## src/rtl/beep_pkg.sv

```systemverilog
// Shared constants for the melody player: note codes, period table, FSM encoding
// and the four-melody ROM.
package beep_pkg;

  localparam logic [2:0] NOTE_REST = 3'd0;
  localparam logic [2:0] NOTE_DO   = 3'd1;
  localparam logic [2:0] NOTE_RE   = 3'd2;
  localparam logic [2:0] NOTE_MI   = 3'd3;
  localparam logic [2:0] NOTE_FA   = 3'd4;
  localparam logic [2:0] NOTE_SO   = 3'd5;
  localparam logic [2:0] NOTE_LA   = 3'd6;
  localparam logic [2:0] NOTE_XI   = 3'd7;

  typedef logic [1:0] state_t;
  localparam state_t ST_IDLE = 2'd0;
  localparam state_t ST_TONE = 2'd1;
  localparam state_t ST_GAP  = 2'd2;

  // Full square-wave period in clock cycles at 50 MHz; rest has no period.
  function automatic logic [16:0] note_period(input logic [2:0] code);
    logic [16:0] p;
    case (code)
      NOTE_DO: p = 17'd95420;
      NOTE_RE: p = 17'd85034;
      NOTE_MI: p = 17'd75757;
      NOTE_FA: p = 17'd71633;
      NOTE_SO: p = 17'd63775;
      NOTE_LA: p = 17'd56818;
      NOTE_XI: p = 17'd50607;
      default: p = 17'd0;
    endcase
    return p;
  endfunction

  // Each row packs slot i at bits [3i+:3]; slots past 7 are rests.
  function automatic logic [2:0] mel(input logic [1:0] sel, input logic [3:0] idx);
    logic [23:0] row;
    case (sel)
      2'd0:    row = {3'd0, 3'd7, 3'd6, 3'd5, 3'd4, 3'd3, 3'd2, 3'd1};
      2'd1:    row = {3'd0, 3'd5, 3'd6, 3'd6, 3'd5, 3'd5, 3'd1, 3'd1};
      2'd2:    row = {3'd0, 3'd1, 3'd3, 3'd5, 3'd0, 3'd1, 3'd3, 3'd5};
      default: row = {3'd0, 3'd0, 3'd0, 3'd7, 3'd0, 3'd7, 3'd0, 3'd7};
    endcase
    return idx[3] ? NOTE_REST : row[5'(idx[2:0]) * 5'd3 +: 3];
  endfunction

endpackage

```

## src/rtl/beep_tone_gen.sv

```systemverilog
// Square-wave generator: looks up the note period and toggles a registered
// 50%-duty beep while enabled; idles cleared otherwise.
module beep_tone_gen
  import beep_pkg::*;
#(
  parameter int PER_SHIFT = 0
) (
  input  logic       sys_clk,
  input  logic       sys_rst,
  input  logic       en,
  input  logic [2:0] code,
  output logic       beep
);

  logic [16:0] per;
  logic [16:0] half;
  logic [16:0] tone_cnt_q, tone_cnt_d;
  logic        beep_q, beep_d;

  assign per  = note_period(code) >> PER_SHIFT;
  assign half = per >> 1;

  always_comb begin
    tone_cnt_d = '0;
    beep_d     = 1'b0;
    if (en) begin
      beep_d = (tone_cnt_q < half) && (code != NOTE_REST);
      // Wrap test written as cnt+1 >= per so a degenerate period of 0 still wraps.
      if ({1'b0, tone_cnt_q} + 18'd1 >= {1'b0, per}) tone_cnt_d = '0;
      else                                           tone_cnt_d = tone_cnt_q + 17'd1;
    end
  end

  always_ff @(posedge sys_clk or posedge sys_rst) begin
    if (sys_rst) begin
      tone_cnt_q <= '0;
      beep_q     <= 1'b0;
    end else begin
      tone_cnt_q <= tone_cnt_d;
      beep_q     <= beep_d;
    end
  end

  assign beep = beep_q;

endmodule

```

## src/rtl/beep_seq_player.sv

```systemverilog
// Melody sequencer: IDLE/TONE/GAP FSM stepping through SEQ_LEN note slots of
// the selected melody, with loop, abort and done-pulse handling.
module beep_seq_player
  import beep_pkg::*;
#(
  parameter int NOTE_CYCLES = 25_000_000,
  parameter int GAP_CYCLES  = 2_500_000,
  parameter int SEQ_LEN     = 8,
  parameter int PER_SHIFT   = 0,
  parameter int DUR_W       = 26
) (
  input  logic       sys_clk,
  input  logic       sys_rst,
  input  logic       start,
  input  logic [1:0] seq_sel,
  input  logic       loop_en,
  input  logic       stop,
  output logic       beep,
  output logic       busy,
  output logic       done,
  output logic [3:0] note_idx
);

  localparam logic [DUR_W-1:0] NOTE_LAST = DUR_W'(NOTE_CYCLES - 1);
  localparam logic [DUR_W-1:0] GAP_LAST  = DUR_W'((GAP_CYCLES > 0) ? GAP_CYCLES - 1 : 0);
  localparam logic [3:0]       IDX_LAST  = 4'(SEQ_LEN - 1);
  localparam bit               HAS_GAP   = (GAP_CYCLES > 0);

  state_t           state_q, state_d;
  logic [DUR_W-1:0] dur_q, dur_d;
  logic [3:0]       idx_q, idx_d;
  logic [1:0]       sel_q, sel_d;
  logic             loop_q, loop_d;
  logic             done_q, done_d;

  logic             note_last;
  logic             tone_en;
  logic [2:0]       code;

  assign note_last = (dur_q == NOTE_LAST);
  assign code      = mel(sel_q, idx_q);
  // Drop enable on the final note cycle so the tone counter and beep clear on
  // the same edge that leaves TONE.
  assign tone_en   = (state_q == ST_TONE) && !stop && !note_last;

  always_comb begin
    state_d = state_q;
    dur_d   = dur_q;
    idx_d   = idx_q;
    sel_d   = sel_q;
    loop_d  = loop_q;
    done_d  = 1'b0;
    case (state_q)
      ST_IDLE: begin
        if (start && !stop) begin
          sel_d   = seq_sel;
          loop_d  = loop_en;
          idx_d   = '0;
          dur_d   = '0;
          state_d = ST_TONE;
        end
      end
      ST_TONE, ST_GAP: begin
        if (stop) begin
          state_d = ST_IDLE;
          dur_d   = '0;
          idx_d   = '0;
        end else if ((state_q == ST_TONE) && !note_last) begin
          dur_d = dur_q + 1'b1;
        end else if ((state_q == ST_GAP) && (dur_q != GAP_LAST)) begin
          dur_d = dur_q + 1'b1;
        end else if ((state_q == ST_TONE) && HAS_GAP) begin
          dur_d   = '0;
          state_d = ST_GAP;
        end else begin
          // Slot finished: advance to next slot, wrap on loop, or complete.
          dur_d = '0;
          if (idx_q < IDX_LAST) begin
            idx_d   = idx_q + 4'd1;
            state_d = ST_TONE;
          end else if (loop_q) begin
            idx_d   = '0;
            state_d = ST_TONE;
          end else begin
            idx_d   = '0;
            state_d = ST_IDLE;
            done_d  = 1'b1;
          end
        end
      end
      default: begin
        state_d = ST_IDLE;
        dur_d   = '0;
        idx_d   = '0;
      end
    endcase
  end

  always_ff @(posedge sys_clk or posedge sys_rst) begin
    if (sys_rst) begin
      state_q <= ST_IDLE;
      dur_q   <= '0;
      idx_q   <= '0;
      sel_q   <= '0;
      loop_q  <= 1'b0;
      done_q  <= 1'b0;
    end else begin
      state_q <= state_d;
      dur_q   <= dur_d;
      idx_q   <= idx_d;
      sel_q   <= sel_d;
      loop_q  <= loop_d;
      done_q  <= done_d;
    end
  end

  beep_tone_gen #(.PER_SHIFT(PER_SHIFT)) u_tone (
    .sys_clk (sys_clk),
    .sys_rst (sys_rst),
    .en      (tone_en),
    .code    (code),
    .beep    (beep)
  );

  assign busy     = (state_q != ST_IDLE);
  assign done     = done_q;
  assign note_idx = idx_q;

endmodule

```

## config.mk

```make
export PLATFORM = sky130hd
export DESIGN_NAME = beep_seq_player
export DESIGN_NICKNAME = d
export VERILOG_FILES = /design/src/rtl/beep_pkg.sv /design/src/rtl/beep_tone_gen.sv /design/src/rtl/beep_seq_player.sv
export SDC_FILE = /design/constraint.sdc
export NUM_CORES = 1
export LEC_CHECK = 0
export BUFFER_PORTS_ARGS = -buffer_cell sky130_fd_sc_hd__buf_2
export CAP_MARGIN = 10
export CORE_MARGIN = 8
export CORE_UTILIZATION = 45
export DETAILED_ROUTE_END_ITERATION = 7
export PLACE_DENSITY = 0.63
export SYNTH_ARGS = -nofsm -noshare
export SYNTH_HDL_FRONTEND = slang
export SYNTH_SLANG_ARGS = --single-unit
```

## constraint.sdc

```tcl
create_clock -name sys_clk -period 10.8 [get_ports sys_clk]
set_input_delay 0 -clock sys_clk [delete_from_list [all_inputs] [get_ports sys_clk]]
set_output_delay 0 -clock sys_clk [all_outputs]
set_load 0.02 [all_outputs]
```

### Word level (Yosys, flattened, before mapping)

Cells that the tools add are included.

| word-level totals | value |
|---|---|
| register bits after elaboration | 54 |
| latch bits | 0 |
| RAM bits | 0 |
| ROM bits | 0 |
| bits of input ports | 7 |
| output and inout bits | 7 |
| memories | 0 |

| cells by class | value |
|---|---|
| $add $sub $neg | 4 |
| $mul | 1 |
| div/mod/pow operators | 0 |
| order comparisons | 3 |
| equal/unequal tests | 17 |
| shift-type cells | 1 |
| multiplexer cells | 33 |
| bitwise logic cells | 0 |
| reductions and logical operators | 16 |

Operator list:

| cell | count |
|---|---|
| case mux 17 bit (7 select lines) | 1 |
| 2-to-1 mux 26 bit | 4 |
| case mux 21 bit (3 select lines) | 1 |
| case mux 26 bit (2 select lines) | 1 |
| 2-to-1 mux 17 bit | 2 |
| adder 26 x 1 -> 26 bit (second input constant) | 1 |
| == test 26 x 25 -> 1 bit (second input constant) | 1 |
| != test 26 x 22 -> 1 bit (second input constant) | 1 |
| 2-to-1 mux 4 bit | 6 |
| indexed part select 24 x 6 -> 3 bit | 1 |
| adder 17 x 1 -> 18 bit (second input constant) | 1 |
| greater-or-equal comparator 18 x 17 -> 1 bit | 1 |
| adder 17 x 1 -> 17 bit (second input constant) | 1 |
| less-than comparator 17 x 16 -> 1 bit | 1 |
| == test 3 bit (second input constant) | 4 |
| 2-to-1 mux 1 bit | 10 |
| 2-to-1 mux 2 bit | 5 |
| != test 3 bit (second input constant) | 3 |
| case mux 4 bit (2 select lines) | 1 |
| == test 3 x 2 -> 1 bit (second input constant) | 2 |
| logical AND 1 bit | 6 |
| multiplier 3 x 2 -> 5 bit (second input constant) | 1 |
| adder 4 x 1 -> 4 bit (second input constant) | 1 |
| == test 2 x 1 -> 1 bit (second input constant) | 2 |
| 14 further kinds | 17 |

### Depth between registers and ports, before layout

| depth | value |
|---|---|
| depth after elaboration | 9 |
| mapped depth | 18 |
| gate-level depth less buffers | 15 |

### By module

From an unflattened synthesis, not the netlist that was laid out.

| second synthesis, totals | value |
|---|---|
| cell total of the unflattened synthesis | 458 |
| area total of the unflattened synthesis | 4199.0 µm² |

Modules (own cells, without submodules):

| module | times used | cells each | area each (µm²) |
|---|---|---|---|
| beep_seq_player | 1 | 254 | 2316.0 |
| beep_tone_gen | 1 | 204 | 1883.1 |

### Worst setup path after synthesis

OpenSTA, ideal clock, no wires.

| timing path | value |
|---|---|
| path type | register -> register |
| start | register sel_q[0] |
| end | register u_tone.tone_cnt_q[15] |
| library setup time | 88 ps |
| arrival time | 3580 ps |
| required time | 10712 ps |
| setup slack | 7132 ps |
| stages on the path, launching flop included | 16 |
| buffers on the path | 2 |
| clock period less this slack | 3668 ps |
| path through | dfrtp_1 > inv_1 > ha_1 > nand2b_1 > a21o_1 > a221oi_1 > nand3_1 > o21a_1 > ha_1 > and4_1 > a21oi_1 > a21boi_0 > or4_1 > buf_2 > buf_2 > nor3b_1 |

| on the way | value |
|---|---|
| word-level cells in the longest chain between the ends | 9 |
| elaborated cells between the ends (all ways) | 17 |
| classes of those cells | order compare (1); eq/ne (9); shift (1); mux (5); reduce/logical (1) |

Ends and longest elaborated chain:

| what | line | RTL |
|---|---|---|
| start: declaration | beep_seq_player.sv:32 | `logic [1:0] sel_q, sel_d;` |
| start signal: assignment | beep_seq_player.sv:111 | `sel_q <= sel_d;` |
| == test 2 bit, or another cell as far along | beep_pkg.sv:38 | `case (sel)` |
| case mux 21 bit (3 select lines) * | beep_pkg.sv:38 |  |
| indexed part select 24 x 6 -> 3 bit * | beep_pkg.sv:44 | `return idx[3] ? NOTE_REST : row[5'(idx[2:0]) * 5'd3 +: 3];` |
| 2-to-1 mux 3 bit * | beep_pkg.sv:44 |  |
| == test 3 bit, or another cell as far along | beep_pkg.sv:22 | `case (code)` |
| case mux 17 bit (7 select lines) * | beep_pkg.sv:22 |  |
| greater-or-equal comparator 18 x 17 -> 1 bit * | beep_tone_gen.sv:29 | `if ({1'b0, tone_cnt_q} + 18'd1 >= {1'b0, per}) tone_cnt_d = '0;` |
| 2-to-1 mux 17 bit * | beep_tone_gen.sv:29 |  |
| 2-to-1 mux 17 bit * | beep_tone_gen.sv:26 | `if (en) begin` |
| named net u_tone.tone_cnt_d[15] | beep_tone_gen.sv:17 | `logic [16:0] tone_cnt_q, tone_cnt_d;` |
| end signal: assignment | beep_tone_gen.sv:39 | `tone_cnt_q <= tone_cnt_d;` |
| end: declaration | beep_tone_gen.sv:17 |  |

The timed path passes the listed nets; every way through them passes the cells marked *.
A chain may end at the register's enable or synchronous reset.

### Final worst setup path

| timing path | value |
|---|---|
| start | register sel_q[0] |
| end | register u_tone.tone_cnt_q[14] |

Same word-level chain as after synthesis.

==> flow_metrics.tcl <==
set metrics [dict create \
    tightest_slew_ns 1.069 \
    grt_util_all_layers 0.1582 \
    antennaDiodeCount 0 \
    fmax_ghz 0.2312 \
    crit_fanout 17 \
    syn_to_final_growth_pct 6.780 \
    first_global_vias 3264 \
    clkSlewWorstSetupHoldPaths_ns 0.09 \
    rsz0062_at_grt "false" \
    core.rowCount 34 \
    die_w_um 109.9 \
    cts.sink_count 54 \
    hold_viol_final 0 \
    synth.distinct_cells 53 \
    placed_cell_area_mm2 0.004110 \
    status "finished, final reports clean" \
    fin_worst_skew_ns 0.01291 \
    cp.required_ns 11.01 \
    hpwl_mm 6.738 \
    drtIter0Drc 178 \
    most-common-layout-cells "dfrtp_1 (54), ha_1 (45), nand2_1 (35), nor2_1 (35), nand3_1 (28)" \
    cp.arrival_ns 4.53 \
    critPathCaptureType "flip-flop" \
    cellPowerDensity_mw_per_mm2 196.8 \
    syn_area_mm2 0.003968 \
    synth-seq-area-share 0.3406 \
    cts_tree "done" \
    clock_path_buffers 2 \
    clk_latency_ns 0.31 \
    final_max_slew_viol_count 0 \
    firstDrtPassIters 5 \
    cts_root_buf "clkbuf_8" \
    final_core_util 0.4906 \
    syn-mean-instance-area_um2 8.956 \
    hold_depth 4 \
    die_y_um 109.9 \
    finalWeightedCongestion 0.8686 \
    final_nets 507 \
    vias 3325 \
    drive_above_1_share 0.07675 \
    grt_pass1_wl_mm 15.59 \
    leakagePower_uw 0.001932 \
    drc 0 \
    portBuffers 13 \
    relSlewSlack 0.2845 \
    coreArea_mm2 0.008636 \
    maxCapViolCount 0 \
    grt_start_max_net_pins 55 \
    async_flop_share 1.000 \
    fillers 824 \
    start_util 0.4594 \
    wl_per_cell_um 15.96 \
    fin_crit_sh 0.4005 \
    ys_ff_latch 54 \
    hold_class "in2reg" \
    antenna_left 0 \
    critPathKind "reg2reg" \
    syn-num-nets 495 \
    r2r_cells 13 \
    die_area_mm2 0.01208 \
    wirelength_mm 9.001 \
    finalPower_uw 833.8 \
    synth_edf_count 0 \
    setup_violations 0 \
    htree_num_levels 2 \
    final_area_mm2 0.004237 \
    overflow 0 \
    ys_dominant_reg_cell "dfrtp_1" \
    cp-start-kind "flip-flop" \
    numCtsBuffers 5 \
    syn_inst 443 \
    period_minus_slack_ns 4.326 \
    worst_ir_drop_vdd_v 0.00008449 \
    fin_setup_tns_ns 0 \
    ioPinCount 14 \
    post_cts_buffers 0 \
    via_per_inst 5.895 \
    antenna_found_initial 0 \
    yosysWarnings 0 \
    final_common_cell "dfrtp_1" \
]
metrics by stage:
stage	setup slack [ns]	hold WS [ns]	instances
floorplan	7.132	0.1504	443
global placement	6.679	0.2266	552
detailed placement	6.580	0.2334	552
CTS	6.541	0.01793	564
global route	6.164	0.05403	564
finish	6.474	0.03802	564
state kept, by name, indices dropped and copies added (netlist names):
signal             flops
done                   1
u_tone.tone_cnt_q     17
state_q                2
u_tone.beep            1
note_idx               4
loop_q                 1
sel_q                  2
dur_q                 26
cell usage after synthesis (3+ instances only):
cell type	instances	area, um2
a211oi_1	4	30.03
a21o_1	6	45.04
a21oi_1	20	100.1
a22o_1	8	70.07
a31oi_1	4	25.02
and2_1	3	18.77
and3_1	7	43.79
and4_1	5	43.79
buf_2	4	20.02
clkbuf_1	6	22.52
dfrtp_1	54	1351
ha_1	45	563.0
inv_1	18	67.56
mux2_2	5	56.30
mux2_4	3	45.04
nand2_1	35	131.4
nand2b_1	7	43.79
nand3_1	28	140.1
nand4_1	16	100.1
nor2_1	35	131.4
nor2b_1	4	25.02
nor3_1	19	95.09
nor3b_1	7	52.55
nor4_1	7	43.79
o211ai_1	6	45.04
o21ai_0	21	105.1
o21ai_1	3	15.01
or4_1	6	45.04
xnor2_1	11	96.34
xor2_1	16	140.1
path summary, 6_finish.rpt:
check,slack [ns],start,to
max,6.47,sel_q[0],u_tone.tone_cnt_q[14]
min,0.04,stop,state_q[1]
max reg2reg,6.47,sel_q[0],u_tone.tone_cnt_q[14]
min reg2reg,0.53,loop_q,loop_q
max in group asynchronous,9.94,sys_rst,dur_q[22]
min in group asynchronous,0.41,sys_rst,u_tone.tone_cnt_q[12]
per-layer routing:
layer,track usage,wire length (um),up-vias,share of wire
met5,0,0,-,0
met4,0.04629,109,0,0.012
met3,0.01934,169,6,0.019
met2,0.2676,4412,39,0.49
met1,0.2063,4310,1631,0.48
li1,-,-,1649,-
kinds of logic after synthesis:
| family | Yosys count | share of synthesized area |
|---|---|---|
| simple gates | 190 | 0.2536 |
| buf+inv | 32 | 0.03532 |
| compound gates | 86 | 0.1410 |
| fa+ha+maj | 45 | 0.1419 |
| xor+xnor | 27 | 0.05960 |
| flops | 54 | 0.3406 |
| mux | 9 | 0.02807 |
worst max-delay path: stages, from the launching register on:
cell and delay (ns):
dfrtp_1 0.44, inv_1 0.11, ha_1 0.31, nand2b_1 0.14, a21o_1 0.18, a221oi_1 0.68, nand3_1 0.24, o21a_1 0.20
ha_1 0.29, and4_1 0.22, a21oi_1 0.14, a21boi_0 0.09, or4_1 0.81, nor4bb_1 0.36
where the power goes:
part | leakage (uW) | switching, uW | internal [uW]
clock network | 0.0000452 | 65.0 | 45.9
registers | 0.000743 | 27.0 | 219
logic | 0.00114 | 299 | 178
layout make-up:
class	instances	area (um2)	area share
inverter	18	67.56	0.01595
sequential	54	1351	0.3190
multi-input combinational	357	2476	0.5845
clock inverter	2	13.76	0.003249
tap	108	135.1	0.03190
clock buffer	6	72.57	0.01713
timing repair buffer	19	120.1	0.02835
repair_timing:
item / 4_1_cts / 5_1_grt
setup endpoints to repair: 0 / 0
hold buffers: 4 / 0
gates resized for setup: 0 / 0
endpoints found under the hold margin: 57 / 0
Power figures use the tool's default switching activity.
